### config.mk
export PLATFORM = sky130hd
export DESIGN_NAME = boot_mem_loader
export DESIGN_NICKNAME = d
export VERILOG_FILES = /design/src/rtl/boot_loader_pkg.sv /design/src/rtl/boot_word_fifo.sv /design/src/rtl/boot_mem_loader.sv
export SDC_FILE = /design/constraint.sdc
export NUM_CORES = 1
export LEC_CHECK = 0
export ABC_CLOCK_PERIOD_IN_PS = 2350
export BUFFER_PORTS_ARGS = -buffer_cell sky130_fd_sc_hd__buf_4
export CAP_MARGIN = 20
export CORE_MARGIN = 8
export CORE_UTILIZATION = 45
export DETAILED_ROUTE_END_ITERATION = 16
export MAX_ROUTING_LAYER = met4
export PLACE_DENSITY = 0.68
export RECOVER_POWER = 100
export SYNTH_ARGS = -nofsm -noshare
export SYNTH_HDL_FRONTEND = slang
export SYNTH_SLANG_ARGS = --single-unit
### constraint.sdc
create_clock -name clk -period 2.35 [get_ports clk]
set_input_delay 0.3525 -clock clk [delete_from_list [all_inputs] [get_ports clk]]
set_output_delay 0.3525 -clock clk [all_outputs]
set_load 0.02 [all_outputs]
### src/rtl/boot_loader_pkg.sv
// Shared definitions for the boot memory loader: FSM state codes, error flag
// bit positions and the width of one buffered FIFO word.
package boot_loader_pkg;

    localparam logic [1:0] ST_LOAD    = 2'd0;
    localparam logic [1:0] ST_DRAIN   = 2'd1;
    localparam logic [1:0] ST_RELEASE = 2'd2;
    localparam logic [1:0] ST_RUN     = 2'd3;

    localparam int ERR_OVERFLOW   = 0;
    localparam int ERR_ADDR_RANGE = 1;
    localparam int ERR_LATE       = 2;

    localparam int WORD_BITS = 32;

    // FIFO entry layout is {ram_id, addr, data}.
    function automatic int fifo_entry_width(input int addr_bits);
        return 1 + addr_bits + WORD_BITS;
    endfunction

endpackage

### src/rtl/boot_word_fifo.sv
// Small synchronous FIFO holding loader words; supports push and pop in the
// same cycle, including a push while full when a pop frees the slot.
module boot_word_fifo #(
    parameter int WIDTH = 42,
    parameter int DEPTH = 4
) (
    input  logic             clk,
    input  logic             rst_n,
    input  logic             push_i,
    input  logic             pop_i,
    input  logic [WIDTH-1:0] wr_data_i,
    output logic [WIDTH-1:0] rd_data_o,
    output logic             empty_o,
    output logic             full_o
);

    localparam int AW = (DEPTH > 1) ? $clog2(DEPTH) : 1;

    logic [WIDTH-1:0] mem_q [DEPTH];
    logic [AW:0]      wr_ptr_q;
    logic [AW:0]      rd_ptr_q;
    logic             push_ok_s;
    logic             pop_ok_s;

    assign empty_o   = (wr_ptr_q == rd_ptr_q);
    assign full_o    = (wr_ptr_q[AW] != rd_ptr_q[AW]) &&
                       (wr_ptr_q[AW-1:0] == rd_ptr_q[AW-1:0]);
    assign pop_ok_s  = pop_i && !empty_o;
    assign push_ok_s = push_i && (!full_o || pop_ok_s);
    assign rd_data_o = mem_q[rd_ptr_q[AW-1:0]];

    always_ff @(posedge clk or negedge rst_n) begin
        if (!rst_n) begin
            wr_ptr_q <= '0;
            rd_ptr_q <= '0;
        end else begin
            if (push_ok_s) begin
                wr_ptr_q <= wr_ptr_q + 1'b1;
            end
            if (pop_ok_s) begin
                rd_ptr_q <= rd_ptr_q + 1'b1;
            end
        end
    end

    // Storage is pure datapath; validity is tracked by the pointers alone.
    always_ff @(posedge clk) begin
        if (push_ok_s) begin
            mem_q[wr_ptr_q[AW-1:0]] <= wr_data_i;
        end
    end

endmodule

### src/rtl/boot_mem_loader.sv
// Boot loader: buffers UART-assembled words, writes IM/DM, then releases the CPU.
// Optional BOOT_CHECKSUM_EN macro adds a running sum of accepted words.
module boot_mem_loader
    import boot_loader_pkg::*;
#(
    parameter int IM_SIZE_BIT    = 8,
    parameter int DM_SIZE_BIT    = 9,
    parameter int MAX_SIZE_BIT   = 9,
    parameter int FIFO_DEPTH     = 4,
    parameter int RELEASE_CYCLES = 16
) (
    input  logic                    clk,
    input  logic                    rst_n,
    input  logic                    ld_valid,
    input  logic                    ld_ram_id,
    input  logic [MAX_SIZE_BIT-1:0] ld_addr,
    input  logic [31:0]             ld_data,
    input  logic                    im_done,
    input  logic                    dm_done,
    input  logic                    cpu_dm_we,
    output logic                    im_we,
    output logic                    dm_we,
    output logic [MAX_SIZE_BIT-1:0] mem_waddr,
    output logic [31:0]             mem_wdata,
    output logic                    cpu_rst_n,
    output logic                    boot_done,
    output logic [2:0]              err_flags,
    output logic [31:0]             checksum
);

    localparam int EW    = fifo_entry_width(MAX_SIZE_BIT);
    localparam int CNT_W = (RELEASE_CYCLES > 1) ? $clog2(RELEASE_CYCLES) : 1;
    localparam logic [CNT_W-1:0] CNT_LAST = CNT_W'(RELEASE_CYCLES - 1);

    if (MAX_SIZE_BIT < IM_SIZE_BIT || MAX_SIZE_BIT < DM_SIZE_BIT ||
        FIFO_DEPTH < 2 || RELEASE_CYCLES < 1) begin : g_bad_cfg
        $error("boot_mem_loader: invalid parameter combination");
    end

    logic [1:0]              state_q, state_d;
    logic [CNT_W-1:0]        cnt_q, cnt_d;
    logic [EW-1:0]           push_entry_s, head_entry_s;
    logic                    fifo_empty_s, fifo_full_s;
    logic                    push_s, pop_s, port_ok_s;
    logic                    rej_late_s, rej_range_s, rej_ovf_s;
    logic                    head_ram_id_s;
    logic [MAX_SIZE_BIT-1:0] head_addr_s;
    logic [31:0]             head_data_s;

    logic                    im_we_q, im_we_d;
    logic                    dm_we_q, dm_we_d;
    logic [MAX_SIZE_BIT-1:0] waddr_q, waddr_d;
    logic [31:0]             wdata_q, wdata_d;
    logic                    cpu_rst_n_q, cpu_rst_n_d;
    logic                    boot_done_q, boot_done_d;
    logic [2:0]              err_q, err_d;

    assign push_entry_s = {ld_ram_id, ld_addr, ld_data};
    assign {head_ram_id_s, head_addr_s, head_data_s} = head_entry_s;

    boot_word_fifo #(
        .WIDTH (EW),
        .DEPTH (FIFO_DEPTH)
    ) u_fifo (
        .clk       (clk),
        .rst_n     (rst_n),
        .push_i    (push_s),
        .pop_i     (pop_s),
        .wr_data_i (push_entry_s),
        .rd_data_o (head_entry_s),
        .empty_o   (fifo_empty_s),
        .full_o    (fifo_full_s)
    );

    // Pop is decided first so a full FIFO can still accept a word in a pop cycle.
    always_comb begin
        if (state_q == ST_RUN && head_ram_id_s && cpu_dm_we) begin
            port_ok_s = 1'b0;
        end else begin
            port_ok_s = 1'b1;
        end
        pop_s       = !fifo_empty_s && port_ok_s;
        rej_late_s  = ld_valid && (state_q == ST_RUN);
        rej_range_s = ld_valid && !rej_late_s && !ld_ram_id &&
                      ((ld_addr >> IM_SIZE_BIT) != '0);
        rej_ovf_s   = ld_valid && !rej_late_s && !rej_range_s &&
                      fifo_full_s && !pop_s;
        push_s      = ld_valid && !rej_late_s && !rej_range_s && !rej_ovf_s;
    end

    always_ff @(posedge clk or negedge rst_n) begin
        if (!rst_n) begin
            state_q <= ST_LOAD;
            cnt_q   <= '0;
        end else begin
            state_q <= state_d;
            cnt_q   <= cnt_d;
        end
    end

    // Any word entering or waiting during RELEASE restarts the release count.
    always_comb begin
        state_d = state_q;
        cnt_d   = cnt_q;
        case (state_q)
            ST_LOAD: begin
                if (im_done && dm_done) begin
                    state_d = ST_DRAIN;
                end else begin
                    state_d = ST_LOAD;
                end
            end
            ST_DRAIN: begin
                if (fifo_empty_s && !push_s) begin
                    state_d = ST_RELEASE;
                    cnt_d   = '0;
                end else begin
                    state_d = ST_DRAIN;
                end
            end
            ST_RELEASE: begin
                if (!fifo_empty_s || push_s) begin
                    cnt_d = '0;
                end else if (cnt_q == CNT_LAST) begin
                    state_d = ST_RUN;
                end else begin
                    cnt_d = cnt_q + 1'b1;
                end
            end
            ST_RUN: begin
                state_d = ST_RUN;
            end
            default: begin
                state_d = ST_LOAD;
                cnt_d   = '0;
            end
        endcase
    end

    always_comb begin
        im_we_d     = pop_s && !head_ram_id_s;
        dm_we_d     = pop_s && head_ram_id_s;
        if (pop_s) begin
            waddr_d = head_addr_s;
            wdata_d = head_data_s;
        end else begin
            waddr_d = waddr_q;
            wdata_d = wdata_q;
        end
        cpu_rst_n_d = (state_d == ST_RUN);
        boot_done_d = (state_d == ST_RUN);
        err_d                 = err_q;
        err_d[ERR_LATE]       = err_q[ERR_LATE] | rej_late_s;
        err_d[ERR_ADDR_RANGE] = err_q[ERR_ADDR_RANGE] | rej_range_s;
        err_d[ERR_OVERFLOW]   = err_q[ERR_OVERFLOW] | rej_ovf_s;
    end

    always_ff @(posedge clk or negedge rst_n) begin
        if (!rst_n) begin
            im_we_q     <= 1'b0;
            dm_we_q     <= 1'b0;
            waddr_q     <= '0;
            wdata_q     <= 32'd0;
            cpu_rst_n_q <= 1'b0;
            boot_done_q <= 1'b0;
            err_q       <= 3'b000;
        end else begin
            im_we_q     <= im_we_d;
            dm_we_q     <= dm_we_d;
            waddr_q     <= waddr_d;
            wdata_q     <= wdata_d;
            cpu_rst_n_q <= cpu_rst_n_d;
            boot_done_q <= boot_done_d;
            err_q       <= err_d;
        end
    end

    assign im_we     = im_we_q;
    assign dm_we     = dm_we_q;
    assign mem_waddr = waddr_q;
    assign mem_wdata = wdata_q;
    assign cpu_rst_n = cpu_rst_n_q;
    assign boot_done = boot_done_q;
    assign err_flags = err_q;

`ifdef BOOT_CHECKSUM_EN
    logic [31:0] csum_q;

    always_ff @(posedge clk or negedge rst_n) begin
        if (!rst_n) begin
            csum_q <= 32'd0;
        end else if (push_s && state_q != ST_RUN) begin
            csum_q <= csum_q + ld_data;
        end else begin
            csum_q <= csum_q;
        end
    end

    assign checksum = csum_q;
`else
    assign checksum = 32'd0;
`endif

endmodule

Yosys cells after proc, flatten, opt, wreduce, memory -nomap -nowiden --
Memories as Yosys holds them, arrays and structs flattened. Index checks and enable logic that the tools add are counted.
Word-level totals: flip-flop bits (word level) 59, memory bits (writable) 168, input bits 48, logic and storage cells 71, memories 1
Cells by class: add/sub/neg operators 3, eq/ne operators 10, multiplexer cells 12, bitwise operators 3, reductions and logical operators 32
Memory list:
- u_fifo.mem_q | depth 4, width 42, rd ports 1, clocked after Yosys merged registers in 0, write ports 1, line boot_word_fifo.sv:19 | logic [WIDTH-1:0] mem_q [DEPTH];
Operators by type and width (number):
- logical AND 1 bit | 18
- 2-to-1 mux 4 bit | 3
- logical NOT 1 bit | 9
- case mux 2 bit (4 select lines) | 1
- case mux 4 bit (2 select lines) | 1
- adder 3 x 1 -> 3 bit (second input constant) | 2
- == test 2 bit (second input constant) | 3
- 2-to-1 mux 2 bit | 3
- adder 4 x 1 -> 4 bit (second input constant) | 1
- == test 4 bit (second input constant) | 1
- 2-to-1 mux 1 bit | 4
- == test 3 bit | 1
- inequality test 3 bit (second input constant) | 1
- OR 1 bit | 3
- AND reduction 3 bit | 1
- == test 2 x 1 -> 1 bit (second input constant) | 1
- == test 2 bit | 1
- logical NOT 2 bit | 1
- logical OR 1 bit | 2
- inequality test 2 bit (second input constant) | 1
- nonzero test 2 bit | 1
- inequality test 1 bit | 1

Depth between registers and ports, before layout --
depth after elaboration 17, mapped depth 7, depth with buffers taken out 6

Modules after synthesis --
From an unflattened synthesis, not the netlist that was laid out.
Second synthesis, totals: cells, all modules 536, area, all modules 8977.4 sq um
By module, submodules not included:
- boot_word_fifo | instances 1, cells an instance 266, area an instance 6503.7 sq um
- boot_mem_loader | instances 1, cells an instance 270, area an instance 2473.6 sq um

Worst setup path after synthesis --
OpenSTA, ideal clock, no wires.
path type register to register, start point register state_q[0], end point memory u_fifo.mem_q[3][0], enable pin, library setup time 0.405 ns, arrival 2.078 ns, path slack -0.133 ns, cell stages (with the launch flop) 4, buffers on the path 0, clock period less this slack 2.483 ns, cell sequence dfrtp_1 > ha_1 > nor2b_1 > and3_1
Between the ends: longest elaborated chain between the ends 15
Ends and longest elaborated chain:
- start: declaration | line boot_mem_loader.sv:40 | logic [1:0] state_q, state_d;
- start signal: assignment | line boot_mem_loader.sv:96 | state_q <= state_d;
- == test 2 bit * | line boot_mem_loader.sv:77, boot_mem_loader.sv:83
- logical AND 1 bit | line boot_mem_loader.sv:83 | rej_late_s = ld_valid && (state_q == ST_RUN);
- logical NOT 1 bit | line boot_mem_loader.sv:84, boot_mem_loader.sv:86, boot_mem_loader.sv:88
- logical AND 1 bit | line boot_mem_loader.sv:84, boot_mem_loader.sv:86, boot_mem_loader.sv:88
- logical AND 1 bit (2 in a row) | line boot_mem_loader.sv:84 | rej_range_s = ld_valid && !rej_late_s && !ld_ram_id &&
- logical NOT 1 bit | line boot_mem_loader.sv:86, boot_mem_loader.sv:88
- logical AND 1 bit | line boot_mem_loader.sv:86, boot_mem_loader.sv:88
- logical AND 1 bit | line boot_mem_loader.sv:86 | rej_ovf_s = ld_valid && !rej_late_s && !rej_range_s &&
- logical AND 1 bit | line boot_mem_loader.sv:87 | fifo_full_s && !pop_s;
- logical NOT 1 bit | line boot_mem_loader.sv:88 | push_s = ld_valid && !rej_late_s && !rej_range_s && !rej_ovf_s;
- logical AND 1 bit | line boot_mem_loader.sv:88
- logical AND 1 bit * | line boot_word_fifo.sv:29 | assign push_ok_s = push_i && (!full_o || pop_ok_s);
- 2-to-1 mux 1 bit * | line boot_word_fifo.sv:48 | if (push_ok_s) begin
- 2-to-1 mux 1 bit (implied by the code) * | line boot_word_fifo.sv:49 | mem_q[wr_ptr_q[AW-1:0]] <= wr_data_i;
- end: declaration | line boot_word_fifo.sv:19
Every way passes the cells marked *; elsewhere a longest branch is shown, timed or not.

Worst setup path after layout --
start point register u_fifo.rd_ptr_q[0], end point register waddr_q[7], in the netlist mem_waddr[7]
Between the ends: longest elaborated chain between the ends 5
Ends and longest elaborated chain:
- start: declaration | line boot_word_fifo.sv:21 | logic [AW:0] rd_ptr_q;
- start signal: assignment | line boot_word_fifo.sv:41 | rd_ptr_q <= rd_ptr_q + 1'b1;
- memory (4 x 42 bit)
- logical AND 1 bit (2 in a row) | line boot_mem_loader.sv:77 | if (state_q == ST_RUN && head_ram_id_s && cpu_dm_we) begin
- 2-to-1 mux 1 bit | line boot_mem_loader.sv:77
- logical AND 1 bit | line boot_mem_loader.sv:82 | pop_s = !fifo_empty_s && port_ok_s;
- end signal: assignment | line boot_mem_loader.sv:170 | waddr_q <= waddr_d;
- end: declaration | line boot_mem_loader.sv:52 | logic [MAX_SIZE_BIT-1:0] waddr_q, waddr_d;
Parallel ways exist; a longest one is shown, timed or not. A chain may end at the register's enable or synchronous reset.

==> impl_metrics.py <==
metrics = {
    "cells_and_area": {
        "antenna_cells": 0,
        "final_cell_mix": "edfxtp_1, clkbuf_1, dfrtp_1",
        "fillerInstances": 1590,
        "area_growth_pct": 15.4,
        "layout.nets": 610,
        "final_common_cell": "edfxtp_1",
        "layout-drive-gt1-share_pct": 17.7,
        "stdcell_area_mm2": 0.0102,
    },
    "placement": {
        "gp_congestion": 0.810,
        "portBuffers": 95,
        "hpwl_um": 10700,
        "post_dp_cell_area_mm2": 0.00988,
    },
    "worst_setup_path": {
        "crit_type": "reg2reg",
        "endpoint_kind": "register",
        "rr_endpoint": "mem_waddr[7]$_DFFE_PN0P_",
        "path_delay_family": "multiplexers",
        "r2r_slack_ps": 170,
        "path_max_fanout": 11,
        "reg2reg_from": "u_fifo.rd_ptr_q[0]$_DFFE_PN0P_",
        "start_kind": "register",
        "arrival_ps": 2560,
        "crit_chain": "mux4_2 > a32oi_1 > clkbuf_2 > mux2_1",
        "max_stage_delay_ps": 540,
        "crit_required_ps": 2730,
        "cpMaxStageDelayCell": "mux4_2",
        "ff2ff_path_depth": 4,
        "path_buf_inv": 1,
    },
    "route": {
        "drc": 0,
        "initialDrtViolationCount": 192,
        "drt-pass1-iter-count": 4,
        "vias": 4236,
        "antenna_left": 0,
        "wl_per_cell_um": 20.1,
        "drt_wl_total_um": 16800,
        "vias_per_cell": 5.07,
    },
    "synth": {
        "ys_ff_latch": 227,
        "syn_area_per_cell_um2": 20.4,
        "yosys_warnings": 0,
        "synth_area_mm2": 0.00883,
        "synth_top_area_share_pct": 57.1,
        "syn_inst": 433,
        "synth_edf_count": 168,
        "async_flop_share_pct": 26.0,
        "synth_cell_type_count": 34,
        "synth_area_leaders": "edfxtp_1, dfrtp_1, mux4_2, mux2_1, buf_4",
        "yosysTopAreaCell": "edfxtp_1",
        "synth-seq-area-share_pct": 73.8,
        "synth_ff_type": "edfxtp_1",
    },
    "clocking": {
        "cts_buffers": 24,
        "htreeDepth": 1,
        "insertion_delay_ps": 510,
        "clockBufferDepth": 3,
        "clock_sink_count": 227,
        "post_cts_buffers": 0,
        "post_cts_resized": 0,
        "clockRootBuffer": "clkbuf_16",
        "cts_tree": "done",
        "cts.reportedPaths.clkPinSlew_ps": 60,
    },
    "status": {
        "violations": "capacitance limit, slew limit",
        "outcome": "finished, violations left",
    },
    "global_route": {
        "antenna_found_initial": 0,
        "overflow": 0,
        "globalRouteTotalUtil_pct": 14.1,
        "grt_max_degree": 39,
        "grt_pass1_vias": 4669,
        "grt_pass1_wl_um": 25700,
    },
    "die": {
        "die_w_um": 156,
        "pin_count": 128,
        "coreArea_mm2": 0.0193,
        "die_h_um": 156,
        "die_area_mm2": 0.0244,
        "row_count": 51,
        "initial_core_util_pct": 45.7,
    },
    "run": {
        "max-cap-violations": 1,
    },
    "power": {
        "switchingPower_uw": 4050,
        "pwr-share-clk_pct": 26.3,
        "sequentialPowerShare_pct": 43.4,
        "p_int_uw": 9000,
        "p_comb_share_pct": 30.3,
        "swShare_pct": 31.0,
        "powerDensity_mw_per_mm2": 1280,
        "leakagePower_uw": 0.00361,
        "irDropWorstVdd_uv": 687,
    },
    "timing": {
        "drv_slew": 22,
        "max_freq_ghz": 0.459,
        "finalHoldViolations": 0,
        "worst_pin_slew_ps": 1550,
        "tns_ps": 0,
        "skew_ps": 10.2,
        "finalCritPeriodShare_pct": 92.8,
        "fin_crit_ps": 2180,
        "setup_viol": 0,
        "hold_ws_ps": 86.6,
        "rsz0062_at_grt": "no",
        "max_slew_margin_pct": -3.05,
    },
    "min_path": {
        "hold_end": "err_flags[2]$_DFF_PN0_",
        "min_from": "ld_valid",
        "holdPathStages": 2,
        "hold_path.class": "in2reg",
    },
}
-- cells in the mapped netlist, types with 3 or more instances --
cell type and number:
xnor2_1 5, mux2_2 6, a21o_1 3, mux2_1 37, nand2b_1 3, nand2_1 3
buf_4 34, xor2_1 5, and3_1 6, o21ai_0 3, clkbuf_1 6, edfxtp_1 168
mux4_2 42, nor2_1 5, ha_1 10, buf_6 4, inv_1 6, nand4_1 4
dfrtp_1 59, buf_1 4
-- area by class of cell --
class / instances / area (um^2) / area share (%)
repair buffers: 111 / 556 / 5.45
flip-flops and latches: 227 / 6530 / 64.0
clock inverters: 4 / 23.8 / 0.233
multi-input cells: 182 / 2050 / 20.1
clock buffers: 40 / 692 / 6.78
well taps: 265 / 332 / 3.25
inverters: 6 / 22.5 / 0.221
-- worst max-delay path by stage --
stage / slack (ps) / startpoint / end / cells after the start
after global routing: 90 / u_fifo.rd_ptr_q[0]$_DFFE_PN0P_ / mem_waddr[7]$_DFFE_PN0P_ / 4
after detailed placement: 340 / state_q[0]$_DFF_PN0_ / cnt_q[1]$_DFFE_PN0P_ / 5
after CTS: 300 / state_q[0]$_DFF_PN0_ / cnt_q[1]$_DFFE_PN0P_ / 5
after floorplan: 330 / state_q[0]$_DFF_PN0_ / u_fifo.mem_q[3][0]$_DFFE_PP_ / 3
final: 170 / u_fifo.rd_ptr_q[0]$_DFFE_PN0P_ / mem_waddr[7]$_DFFE_PN0P_ / 4
after global placement: 360 / state_q[0]$_DFF_PN0_ / u_fifo.mem_q[0][15]$_DFFE_PP_ / 4
-- flip-flops by register name, indices dropped and copies added, names as in the netlist, 2 cells and up --
register and flops:
u_fifo.wr_ptr_q 3, mem_waddr 9, cnt_q 4, u_fifo.rd_ptr_q 3
u_fifo.mem_q 168, state_q 2, mem_wdata 32, err_flags 3
-- metal layers --
layer	GRT usage (%)	up-vias	part of all wire [%]
met1	16.8	2192	41
met4	3.25	0	1.2
met3	3.41	18	8.0
met5	-	-	0
met2	24.0	153	50
li1	-	1873	-
-- cell families (layout without fill, tap and decap cells) --
| group | after synthesis | in the layout | share of synthesized area (%) |
|---|---|---|---|
| buffers and inverters | 55 | 161 | 4.14 |
| AND/OR/NAND/NOR | 29 | 29 | 1.77 |
| multiplexers | 87 | 87 | 16.4 |
| AO/OA/AOI/OAI | 14 | 14 | 1.42 |
| adder cells (fa/ha/maj) | 10 | 10 | 1.42 |
| XOR/XNOR | 10 | 10 | 0.991 |
| flip-flops | 227 | 227 | 73.8 |
| other | 1 | 32 | 0.0424 |
-- through the flow --
stage          power [uW]  utilization (%)  setup WS, ps  std cells
2_1_floorplan        8690                -           329        464
3_3_place_gp        10100             51.1           364        790
3_5_place_dp        10300             51.1           335        790
4_1_cts             13800             54.8           298        835
5_1_grt             13700             52.7          85.0        835
6_report            13100             52.7           169        835
-- power by group through the flow --
stage	Sequential, uW	Clock (uW)	Combinational [uW]
after floorplan	6100	0	2600
after global placement	5720	0	4410
after detailed placement	5760	0	4510
after CTS	5690	3540	4530
after global routing	5760	3680	4320
final	5670	3430	3950
-- repair_timing --
item,CTS,global route
hold endpoints to repair,21,0
endpoints found under the setup margin,0,0
hold buffers,1,0
No activity file was read; power rests on OpenSTA's default activity.
